==> src/rtl/laser_eval_ctrl.sv <==
// laser_eval_ctrl: LASER coverage evaluator, one stored point per cycle through a shared distance engine.
// Define LASER_BEST_TRACK_EN to build best-result tracking; otherwise BEST_* outputs are constants.
module laser_eval_ctrl #(
  parameter int NPTS = 40,
  parameter int CW = 4,
  parameter int R2 = 16,
  localparam int NW = $clog2(NPTS + 1)
) (
  input  logic          CLK,
  input  logic          RST,
  input  logic          LD_START,
  input  logic          LD_VALID,
  input  logic [CW-1:0] LD_X,
  input  logic [CW-1:0] LD_Y,
  output logic          LOADED,
  input  logic          REQ_VALID,
  output logic          REQ_READY,
  input  logic [CW-1:0] REQ_C1X,
  input  logic [CW-1:0] REQ_C1Y,
  input  logic [CW-1:0] REQ_C2X,
  input  logic [CW-1:0] REQ_C2Y,
  output logic          RES_VALID,
  input  logic          RES_READY,
  output logic [NW-1:0] RES_CNT,
  output logic [NW-1:0] BEST_CNT,
  output logic [CW-1:0] BEST_C1X,
  output logic [CW-1:0] BEST_C1Y,
  output logic [CW-1:0] BEST_C2X,
  output logic [CW-1:0] BEST_C2Y
);
  typedef enum logic [1:0] {IDLE, EVAL, RESP} state_t;
  localparam logic [NW-1:0] NPTS_V = NW'(NPTS);
  localparam logic [NW-1:0] LAST_V = NW'(NPTS - 1);
  localparam logic [2*CW:0] R2_V = (2*CW+1)'(R2);
  localparam logic [CW-1:0] SEVEN = CW'(7);
  state_t state, state_n;
  logic [CW-1:0] mem_x [NPTS];
  logic [CW-1:0] mem_y [NPTS];
  logic [NW-1:0] ld_ptr, idx, acc, res_cnt, fin_cnt;
  logic [CW-1:0] c1x, c1y, c2x, c2y, px, py;
  logic loaded, hit, hit_q, accept, fin, ld_we;

  function automatic logic covers(input logic [CW-1:0] cx, cy, x, y);
    logic [CW-1:0] dx, dy;
    logic [2*CW-1:0] sx, sy;
    dx = cx > x ? cx - x : x - cx;
    dy = cy > y ? cy - y : y - cy;
    sx = {{CW{1'b0}}, dx} * {{CW{1'b0}}, dx};
    sy = {{CW{1'b0}}, dy} * {{CW{1'b0}}, dy};
    return ({1'b0, sx} + {1'b0, sy}) <= R2_V;
  endfunction

  // hit is registered, so the final point lands one edge after idx reaches NPTS
  always_comb begin
    REQ_READY = state == IDLE && loaded;
    RES_VALID = state == RESP;
    accept = REQ_VALID && REQ_READY;
    fin = state == EVAL && idx == NPTS_V;
    ld_we = state == IDLE && !LD_START && LD_VALID && !loaded;
    px = idx < NPTS_V ? mem_x[idx] : '0;
    py = idx < NPTS_V ? mem_y[idx] : '0;
    hit = covers(c1x, c1y, px, py) | covers(c2x, c2y, px, py);
    fin_cnt = acc + NW'(hit_q);
    state_n = state;
    if (state == IDLE && accept) state_n = EVAL;
    if (fin) state_n = RESP;
    if (state == RESP && RES_READY) state_n = IDLE;
  end

  always_ff @(posedge CLK) state <= !RST ? IDLE : state_n;

  always_ff @(posedge CLK) begin
    if (!RST) begin
      ld_ptr <= '0;
      loaded <= 1'b0;
      idx <= '0;
      acc <= '0;
      hit_q <= 1'b0;
      res_cnt <= '0;
      c1x <= '0;
      c1y <= '0;
      c2x <= '0;
      c2y <= '0;
    end else begin
      if (state == IDLE && LD_START) begin
        ld_ptr <= '0;
        loaded <= 1'b0;
      end else if (ld_we) begin
        ld_ptr <= ld_ptr + 1'b1;
        loaded <= ld_ptr == LAST_V;
      end
      if (accept) begin
        c1x <= REQ_C1X;
        c1y <= REQ_C1Y;
        c2x <= REQ_C2X;
        c2y <= REQ_C2Y;
        idx <= '0;
        acc <= '0;
        hit_q <= 1'b0;
      end else if (state == EVAL && !fin) begin
        idx <= idx + 1'b1;
        acc <= fin_cnt;
        hit_q <= hit;
      end
      if (fin) res_cnt <= fin_cnt;
    end
  end

  always_ff @(posedge CLK) begin
    if (RST && ld_we) begin
      mem_x[ld_ptr] <= LD_X;
      mem_y[ld_ptr] <= LD_Y;
    end
  end

  assign LOADED = loaded;
  assign RES_CNT = res_cnt;

`ifdef LASER_BEST_TRACK_EN
  logic [NW-1:0] best_cnt;
  logic [CW-1:0] b1x, b1y, b2x, b2y;
  always_ff @(posedge CLK) begin
    if (!RST || (state == IDLE && LD_START)) begin
      best_cnt <= '0;
      b1x <= SEVEN;
      b1y <= SEVEN;
      b2x <= SEVEN;
      b2y <= SEVEN;
    end else if (fin && fin_cnt > best_cnt) begin
      best_cnt <= fin_cnt;
      b1x <= c1x;
      b1y <= c1y;
      b2x <= c2x;
      b2y <= c2y;
    end
  end
  assign BEST_CNT = best_cnt;
  assign BEST_C1X = b1x;
  assign BEST_C1Y = b1y;
  assign BEST_C2X = b2x;
  assign BEST_C2Y = b2y;
`else
  assign BEST_CNT = '0;
  assign BEST_C1X = SEVEN;
  assign BEST_C1Y = SEVEN;
  assign BEST_C2X = SEVEN;
  assign BEST_C2Y = SEVEN;
`endif
endmodule

==> config.mk <==
export PLATFORM = sky130hd
export DESIGN_NAME = laser_eval_ctrl
export DESIGN_NICKNAME = d
export VERILOG_FILES = /design/src/rtl/laser_eval_ctrl.sv
export SDC_FILE = /design/constraint.sdc
export NUM_CORES = 1
export LEC_CHECK = 0
export ABC_CLOCK_PERIOD_IN_PS = 7700
export BUFFER_PORTS_ARGS = -buffer_cell sky130_fd_sc_hd__buf_4
export CAP_MARGIN = 10
export CELL_PAD_IN_SITES_DETAIL_PLACEMENT = 1
export CELL_PAD_IN_SITES_GLOBAL_PLACEMENT = 2
export CORE_ASPECT_RATIO = 1.5
export CORE_UTILIZATION = 46
export CTS_BUF_LIST = sky130_fd_sc_hd__clkbuf_4 sky130_fd_sc_hd__clkbuf_8 sky130_fd_sc_hd__clkbuf_16
export DETAILED_ROUTE_END_ITERATION = 8
export HOLD_SLACK_MARGIN = 0.03
export MAX_ROUTING_LAYER = met4
export PLACE_DENSITY_LB_ADDON = 0.1
export SYNTH_ARGS = -nofsm -noshare
export SYNTH_HDL_FRONTEND = slang
export SYNTH_SLANG_ARGS = --single-unit
==> constraint.sdc <==
create_clock -name CLK -period 7.7 [get_ports CLK]
set_clock_uncertainty 0.05 [all_clocks]
set_input_delay 0.385 -clock CLK [delete_from_list [all_inputs] [get_ports CLK]]
set_output_delay 0.385 -clock CLK [all_outputs]
set_load 0.03 [all_outputs]
## Word-level counts from Yosys, hierarchy flattened

Memory sizes are Yosys's and may differ from the RTL's. A register that Yosys moved wholly into a read port is not among the register bits.
Cells that the tools add are included.

- Word-level logic and storage cells: 78
- Bits in writable memories: 320
- Output and inout port bits: 31
- Register bits: 44
- Memories kept: 2

Memories:

| memory | depth | bits a word | read ports | clocked after Yosys merged registers in | write ports | line | source |
|---|---|---|---|---|---|---|---|
| mem_x | 40 | 4 | 1 | 1 | 1 | 37 | `logic [CW-1:0] mem_x [NPTS];` |
| mem_y | 40 | 4 | 1 | 1 | 1 | 38 | `logic [CW-1:0] mem_y [NPTS];` |

- Order comparisons: 7
- Equal/unequal tests: 4
- Muxes and demuxes: 14
- Reduce and logical (&&, ||, !) cells: 20
- Bitwise gates (word level): 2
- $add $sub $neg: 13
- Multiply operators: 4

Operators with widths:

| operator | number |
|---|---|
| $mul 4x4->8 | 4 |
| $sub 4x4->4 | 8 |
| $mux 4 | 6 |
| $mux 6 | 4 |
| $add 8x8->9 | 2 |
| $le 9x5->1 const B | 2 |
| $gt 4x4->1 | 4 |
| $add 6x1->6 const B | 2 |
| $eq 6x6->1 const B | 2 |
| $logic_and 1x1->1 | 11 |
| $add 6x1->6 | 1 |
| $lt 6x6->1 const B | 1 |
| $reduce_or 2->1 | 3 |
| $mux 2 | 2 |
| $logic_not 1->1 | 3 |
| $reduce_or 3->1 | 1 |
| $eq 2x1->1 const B | 1 |
| $eq 2x2->1 const B | 1 |
| $logic_not 2->1 | 1 |
| $mux 1 | 2 |
| $reduce_bool 2->1 | 1 |
| $not 1->1 | 1 |
| $or 1x1->1 | 1 |

## Logic depth before layout (Yosys ltp)

Gate-level depths: netlist of the first run.

- Depth after elaboration: 8
- Gate-level depth with buffers: 30

## Least setup slack after synthesis of the first run

OpenSTA, ideal clock, no wires.

- Path type: register to register
- Start point: reg with a tool-made name
- End point: reg hit_q
- Slack: 0.738 ns
- Data arrival time: 6.826 ns
- Stages on the path, launching flop included: 29
- Path buffers: 4
- Setup time: 0.086 ns
- Cell sequence: dfxtp_1 -> buf_6 -> buf_4 -> buf_2 -> mux4_2 -> mux2i_1 -> nor2_1 -> a21oi_1 -> o21ai_0 -> ha_1 -> clkbuf_1 -> a21o_1 -> a21oi_1 -> o211ai_1 -> o311a_1 -> or3_1 -> fa_1 -> fa_1 -> fa_1 -> inv_1 -> fa_1 -> ha_1 -> inv_1 -> fa_1 -> nor2b_1 -> o21ai_0 -> a21boi_0 -> o221ai_1 -> a211oi_1

RTL lines:

| element | line | source |
|---|---|---|
| to (signal assigned) | 103 | `hit_q <= hit;` |
| to (decl) | 41 | `logic loaded, hit, hit_q, accept, fin, ld_we;` |

==> results of run 1 <==
==> worst min-delay path by stage <==
stage | from | to | slack [ns] | cells past startpoint
finish | REQ_C1Y[0] | c1y[0] | 0.06 | 3
global route | REQ_C1Y[0] | c1y[0] | 0.05 | 3
global placement | c1x[2] | c1x[2] | 0.42 | 2
detailed placement | c1x[2] | c1x[2] | 0.43 | 2
floorplan | c1x[3] | c1x[3] | 0.40 | 2
CTS | REQ_C1Y[0] | c1y[0] | 0.04 | 3
==> cell type report <==
| type | count | area (um^2) | area share |
|---|---|---|---|
| clock buffer | 42 | 963 | 0.0482 |
| inverter | 64 | 240 | 0.0120 |
| timing repair buffer | 125 | 1040 | 0.0521 |
| clock inverter | 25 | 294 | 0.0147 |
| tap | 484 | 606 | 0.0303 |
| sequential | 370 | 10600 | 0.531 |
| multi-input combinational | 682 | 6230 | 0.311 |
==> metal layers <==
metal | vias up | wire length (um) | GRT usage
li1 | 4558 | - | -
met1 | 5120 | 16900 | 0.261
met2 | 156 | 22000 | 0.414
met3 | 59 | 1050 | 0.0270
met4 | 0 | 1090 | 0.0771
met5 | - | 0 | -
==> synth_stat cells, drive strengths merged, types with 2 or more instances <==
library cell    n
a211oi          7
a21boi         22
a21o           17
a21oi          24
a221oi          3
a31oi           2
and3           12
and4            2
and4b           3
buf            40
clkbuf         24
conb            2
dfxtp          50
edfxtp        320
fa             30
ha             69
inv            64
mux2           36
mux2i          23
mux4           68
nand2          67
nand2b          7
nand3          10
nand3b          4
nand4          10
nor2          105
nor2b          15
nor3           10
nor3b           4
nor4            7
o211a           4
o211ai          2
o21a           10
o21ai          19
o21bai          2
o221ai          3
o22ai          15
o311a           2
o31ai           2
or2             2
or3            13
or3b            3
xnor2           7
xor2           11
==> timing repair <==
action,CTS,global route
gates cloned,0,0
buffers inserted,0,11
resized for setup,2,23
endpoints found under the setup margin,1,1
pin swaps,0,1
==> state kept, by name, summed over array words and instances, names as in the netlist, named ones only <==
| register | flops |
|---|---|
| RES_CNT | 6 |
| c2x | 4 |
| c1x | 4 |
| acc | 6 |
| c1y | 4 |
| LOADED | 1 |
| state | 2 |
| mem_x | 160 |
| c2y | 4 |
| ld_ptr | 6 |
| idx | 6 |
| hit_q | 1 |
| mem_y | 160 |
==> kinds of logic (layout without fill, tap and decap cells) <==
| logic type | Yosys count | after routing | share of synthesized area |
|---|---|---|---|
| flip-flops | 370 | 370 | 0.614 |
| AND/OR/NAND/NOR | 279 | 279 | 0.0772 |
| AO/OA/AOI/OAI | 137 | 137 | 0.0541 |
| buffers and inverters | 128 | 256 | 0.0349 |
| multiplexers | 127 | 127 | 0.125 |
| adder cells (fa/ha/maj) | 99 | 99 | 0.0847 |
| XOR/XNOR | 18 | 18 | 0.00912 |
| other | 2 | 22 | 0.000435 |
==> power breakdown <==
group          total [W]  internal [W]  leakage (nW)  switching [W]
combinational   0.000267      0.000107          3.17       0.000160
sequential       0.00218       0.00218          3.28    0.000000912
clock            0.00187       0.00111         0.617       0.000758
==> cell usage in the layout, fill, tap and decap left out, types with 10 or more instances in the layout <==
master and count:
and3_1 12, o21a_1 10, mux4_2 68, o22ai_1 15, or3_1 13, clkbuf_16 37, mux2i_1 22, xor2_1 11
nor3_1 10, nand2_1 67, a21o_1 17, o21ai_0 14, nor2_1 104, nand4_1 10, inv_1 64, ha_1 69
nand3_1 10, dfxtp_1 48, a21boi_0 12, mux2_2 35, fa_1 30, edfxtp_1 320, buf_4 116, a21boi_1 10
a21oi_1 19, nor2b_1 15, conb_1 22
==> stage by stage <==
stage                     worst slack (ns)  power (W)  setup TNS, ns  area, um^2
after global placement              0.0822    0.00248              0       18500
final                                0.292    0.00431              0       20000
after detailed placement           0.00388    0.00249              0       18500
after CTS                           0.0365    0.00435              0       19800
after floorplan                      0.738    0.00239              0       17400
after global routing               -0.0101    0.00444        -0.0101       20000
==> worst reg2reg max path, cell delays in order (launching register included) <==
cell,delay (ns)
dfxtp_4,0.39
buf_12,0.19
mux4_2,0.57
mux2i_1,0.30
nor2_1,0.08
a21oi_1,0.33
o21ai_0,0.23
buf_4,0.23
ha_1,0.31
nor2b_1,0.14
o21ai_0,0.31
o211ai_1,0.15
o311a_1,0.16
or3_1,0.35
fa_1,0.57
fa_1,0.46
fa_1,0.55
inv_1,0.05
fa_1,0.53
ha_1,0.17
inv_1,0.06
fa_1,0.44
a31oi_1,0.24
a211oi_2,0.07
a21boi_1,0.24
a211oi_2,0.11
==> results.txt, run 1 <==
The utilization of the core after routing is 0.542. The run gives 60 as the count of distinct cell types in the synthesized netlist. Before antenna repair, the detailed router went through 4 iterations.

Setup violations remaining at the end of the flow were counted as 0. The run gives 0.614 as the sequential cell area fraction in the yosys report. The number of placement rows is 86, and the final hold violation count is 0. The number of cells on the worst reg-to-reg path is 25.

The die covers 38,400 um^2. The cell area that synthesis handed to floorplanning was 17,300 um^2. The mean instance size in the synthesized netlist was 14.9 um^2.

TritonCTS built the clock tree. The number of clock buffers added by TritonCTS is 37. VDD sags by at most 0.232 mV. Critical path endpoint category: a flop. The run gives 1,160 as the post-synthesis cell count.

Synthesis inferred 370 register bits. Buffers placed on the I/O ports in this run total 38. The logs give 0.468 for the effective utilization at floorplan and 1,792 for the number of non-filler instances in the completed layout. For this run, design rule violations remaining after detail routing come to 0. The count of filler cells inserted in the layout is 3,527. In the final routed layout, each cell accounts on average for 22.9 um. The cell type group with the largest total delay on the critical path was adder cells. The critical path runs through a total of 25 cells. The slew at the pin closest to its max-slew limit was 0.940 ns. The tools report the count of final max-slew check failures as 0.

After floorplanning, the core was sized to cover 36,900 um^2. The most area-hungry cell type in the Yosys netlist was edfxtp_1. The logs give 7.07 nW for the static power due to leakage and 0.29 ns for the setup slack on the worst flop-to-flop path.

The async set-reset flop share out of synthesis is 0. The first global-routing pass estimated 63,400 um of wire. The global router's overall resource usage was 0.228. The tool flagged a number of max-cap violations equal to 0. The critical path buffer and inverter count is 4, and the depth of the CTS H-tree is 2.

The number of nets with antenna violations after detailed routing is 0, and the delay of the slowest cell on the worst path is 0.57 ns. Dividing total power by cell area gives a power density of 216 nW/um^2. The tools report the antenna cell count as 0. The worst hold path belongs to the class in -> reg. The worst setup path is launched from a flop. The synthesis-to-layout area growth was 15.7%. Entering global routing, the biggest net connects 41 pins.

The run gives 0.371 as the relative max-transition margin. Yosys attributes the largest share of cell area to edfxtp_1 (56%), mux4_2 (8.9%), dfxtp_1 (5.8%). The flow ran to the end, and the final reports show no timing, DRC or antenna violations. The run gives 9,893 as the via total after detailed routing. Hold repair after CTS inserted 0 buffers.

Clock tree root buffer cell: clkbuf_16. The tools report the largest buffer count on any clock path as 3. Overall die height: 239 um. The critical path's slowest cell is fa_1. The tools report the reg-to-reg endpoint as hit_q. Including well taps, the total number of placed cells is 1,714.

At the end of routability-driven placement, the weighted congestion stood at 0.803. The HPWL after detailed placement is 29,400 um. For the net count of the finished layout, the log shows 1,409.

For this run the aggregate overflow at the end of global routing stands at 0. In this run, synthesis inferred 320 flip-flops with an integrated enable. For this run, the top clock speed supported by timing is 135 MHz. For the worst setup path, the data required time is 8.04 ns. The number of DRC markers in iteration 0 was 467. The most repeated library cell on the critical path is fa_1. The die is 160 um wide.

Number of global-route vias before repair: 10,800. After detailed routing, the number of vias per cell comes to 5.52. For this design, the sink count on the clock tree is 370.

The clock latency at the later pin of the worst-skew pair was 0.54 ns; the ratio of cells with drive above 1 in the final layout was 0.239. Ratio of final minimum period to clock period: 0.962. Among all flip-flop cells after synthesis, the most frequent one is edfxtp_1. The Yosys step of the flow raised 0 warnings.

The critical-path maximum fanout works out to 17. The data arrival time of the critical path came out at 7.75 ns. The capturing instance or port of the critical path is hit_q.

The top-level port count is 61, and the time the worst path needs with I/O delays and setup is 7.41 ns. The critical path in this run is classified as reg -> reg. The run gives 0 as the initial antenna violation count.

The share of Yosys cell area claimed by the top area cell type came out at 0.556. Final hold slack: 0.0584 ns. The clock transition at the registers of the reported paths works out to 0.06 ns.

Wires add up to 41,000 um.
No activity file was read; power rests on OpenSTA's default activity.
==> run 2: changes to the inputs <==
- ABC_CLOCK_PERIOD_IN_PS: 7700 -> 8400
- RECOVER_POWER: unset -> 50
- clock period: 7.7 -> 8.4 ns (I/O delays scaled with it)
==> run 2 against run 1 <==
The run now ends with capacitance limit, slew limit left. Global-route usage is 0.11 points higher. Routed wire length is 0.16% higher. Sequential share of layout area increased by 1.7 points. Critical endpoint unchanged. Sequential power down 8%. Via count is 2.9% lower. Cell count shrank 2.9%. Combinational power shrank 15%. Power is 10% lower. Maximum frequency is 6.3% lower. Final area down 3.1%. Clock-buffer cell count up 9.
==> results.txt, run 2 (synthesis gave the netlist of run 1 again) <==
Clock tree synthesis selected as its root buffer the cell clkbuf_16. For the initial antenna violation count, the log shows 0. In the final layout, the registers with the most flip-flops are mem_x (160), mem_y (160).

The largest individual stage delay along the critical path comes from the cell fa_1. TritonCTS built the clock tree. The path type of the worst setup path was reg -> reg. The critical path runs through a total of 28 cells. The first global-routing pass estimated 62,800 um of wire. For the net count of the finished layout, the log shows 1,356.

After clock tree synthesis, the clock-pin slew on the worst setup and hold paths is 0.06 ns. Derived from the worst setup path, the maximum achievable clock frequency is 126 MHz. Detailed-route vias per instance: 5.52.

The count of final max-slew check failures was 328; the static power due to leakage was 6.69 nW. Setup repair after global routing left no endpoint under its margin. The clock tree synthesis step divided the H-tree into 2 levels.

The number of failing setup endpoints in the final timing report was 0. The logs give 0.415 for the met2 capacity usage during global routing and 0 for the final hold violation count. Once layout is complete, the cells apart from fillers number 1,740. The number of cells on the worst reg-to-reg path is 28.

Once detail routing completed, the nets flagged for antenna violations numbered 0. Reg-to-reg endpoint: hit_q. For the worst setup path, the data required time is 8.79 ns. Area inside the core boundary: 36,900 um^2. The count of filler cells inserted in the layout is 3,560. At the later pin of the worst-skew pair, clock insertion delay measures 0.54 ns. The cell type group with the largest total delay on the critical path was adder cells.

The ratio of final minimum period to clock period works out to 0.941. In this run, post-CTS hold repair placed 0 buffers. The tools report the antenna cell count as 0. The run gives -0.365 as the relative max-transition margin. In this run the worst path has a maximum fanout of 17. The tightest hold path in the finished design has a slack of 0.0916 ns. Placer's final routability congestion estimate: 0.839.

The overall die height is 239 um, and the largest buffer count on any clock path is 3. The global router's overall resource usage was 0.229; the number of placed instances with taps included was 1,667. At the pin with the least slew margin, the transition time is 2.05 ns. Dividing the detail-routed wire length by the instance count gives 23.6 um. The commonest non-fill, non-tap cell in the layout was edfxtp_1. The ratio of cells with drive above 1 in the final layout came out at 0.183. The met1 usage came out at 0.267.

The full die area was 38,400 um^2; the synthesis-to-layout area growth was 12.1%. The first detailed-routing pass ran for 4 iterations. The worst hold path belongs to the class in -> reg. The run gives 41,100 um as the wire length after detailed routing.

Adding up every negative setup slack in the final design gives 0 ns. The number of global-route vias before repair is 10,400. The most numerous cell type found on the critical path is fa_1. The initialized floorplan defines 86 standard-cell rows.

After global routing the overflow that remains totals 0. The tools report the critical path endpoint category as a flop. The global-route met3 utilization is 0.0287. The die is 160 um wide.

In the layout the commonest cells are edfxtp_1 (320), nor2_1 (105), ha_1 (69). The clock net in this run drives a total of 370 sinks. The flow ran to the end, but the final reports show violations.

The count of cells resized by post-cts repair is 0, and the number of DRC markers in iteration 0 is 423. The final reports fail on capacitance limit, slew limit. The clock period could shrink to 7.91 ns.

The count of input and output buffers is 38. Capturing instance or port of the critical path: hit_q. The number of buffers created by CTS was 37. The worst ir drop on vdd is 0.183 mV, and the maximum number of pins on one net before global-route repair is 41.

Once detailed placement completed, the half-perimeter wirelength came to 29,300 um. At the worst endpoint, the arrival time is 8.29 ns. The worst register-to-register path has a setup slack of 0.49 ns.

In this design, the stage delay of the slowest critical-path cell is 0.57 ns. The tools report the effective utilization at floorplan as 0.468. STA classifies the critical path startpoint as a flop. After clock tree synthesis, the setup repair step added 0 buffers. The detailed-route DRC error count came out at 0.

Dividing total power by cell area gives a power density of 200 nW/um^2. The critical path contains buffers and inverters numbering 5 combined. The routed layout has 9,606 vias. Max-cap violations in this run came to 8. The most utilized layer in the global route result was met2.

Top-level port count: 61.
[run 2: cell type report]
class / instances / area, um^2 / share of cell area
Clock buffer: 51 / 1060 / 0.0549
Clock inverter: 17 / 164 / 0.00847
Inverter: 64 / 240 / 0.0124
Multi-Input combinational cell: 682 / 6140 / 0.317
Sequential cell: 370 / 10600 / 0.548
Tap cell: 484 / 606 / 0.0313
Timing Repair Buffer: 72 / 531 / 0.0274
[run 2: worst reg2reg max path: cells and delay by family (launching register included)]
family	cells	cell delay, ns
buf+inv	5	0.63
fa+ha+maj	8	3.34
compound gates	10	2.02
simple gates	5	1.37
flops	1	0.40
[run 2: worst min-delay path by stage]
stage	start	cells past startpoint	to	slack (ns)
final	REQ_C1Y[1]	3	c1y[1]	0.09
after global routing	REQ_C1Y[1]	3	c1y[1]	0.07
after CTS	REQ_C1Y[1]	3	c1y[1]	0.06
after detailed placement	c1x[3]	2	c1x[3]	0.43
after global placement	c1x[3]	2	c1x[3]	0.41
after floorplan	c1x[3]	2	c1x[3]	0.40
[run 2: through the flow]
| stage | total power [W] | utilization | cell area [um^2] | setup slack, ns |
|---|---|---|---|---|
| finish | 0.00388 | 0.525 | 19400 | 0.492 |
| global placement | 0.00226 | 0.492 | 18100 | 0.368 |
| global route | 0.00400 | 0.525 | 19400 | 0.0169 |
| CTS | 0.00392 | 0.525 | 19400 | 0.218 |
| detailed placement | 0.00227 | 0.492 | 18100 | 0.279 |
| floorplan | 0.00219 | - | 17400 | 1.44 |
[run 2: metal layers]
metal	routed length, um	part of all wire
met1	16800	0.41
met2	22100	0.54
met3	1290	0.031
met4	894	0.022
met5	0	0
[run 2: power by group]
group	total, W	switching (W)	internal, W
clock network	0.00165	0.000699	0.000956
logic	0.000228	0.000143	0.0000846
registers	0.00200	0.000000972	0.00200
total	0.00388	0.000843	0.00304
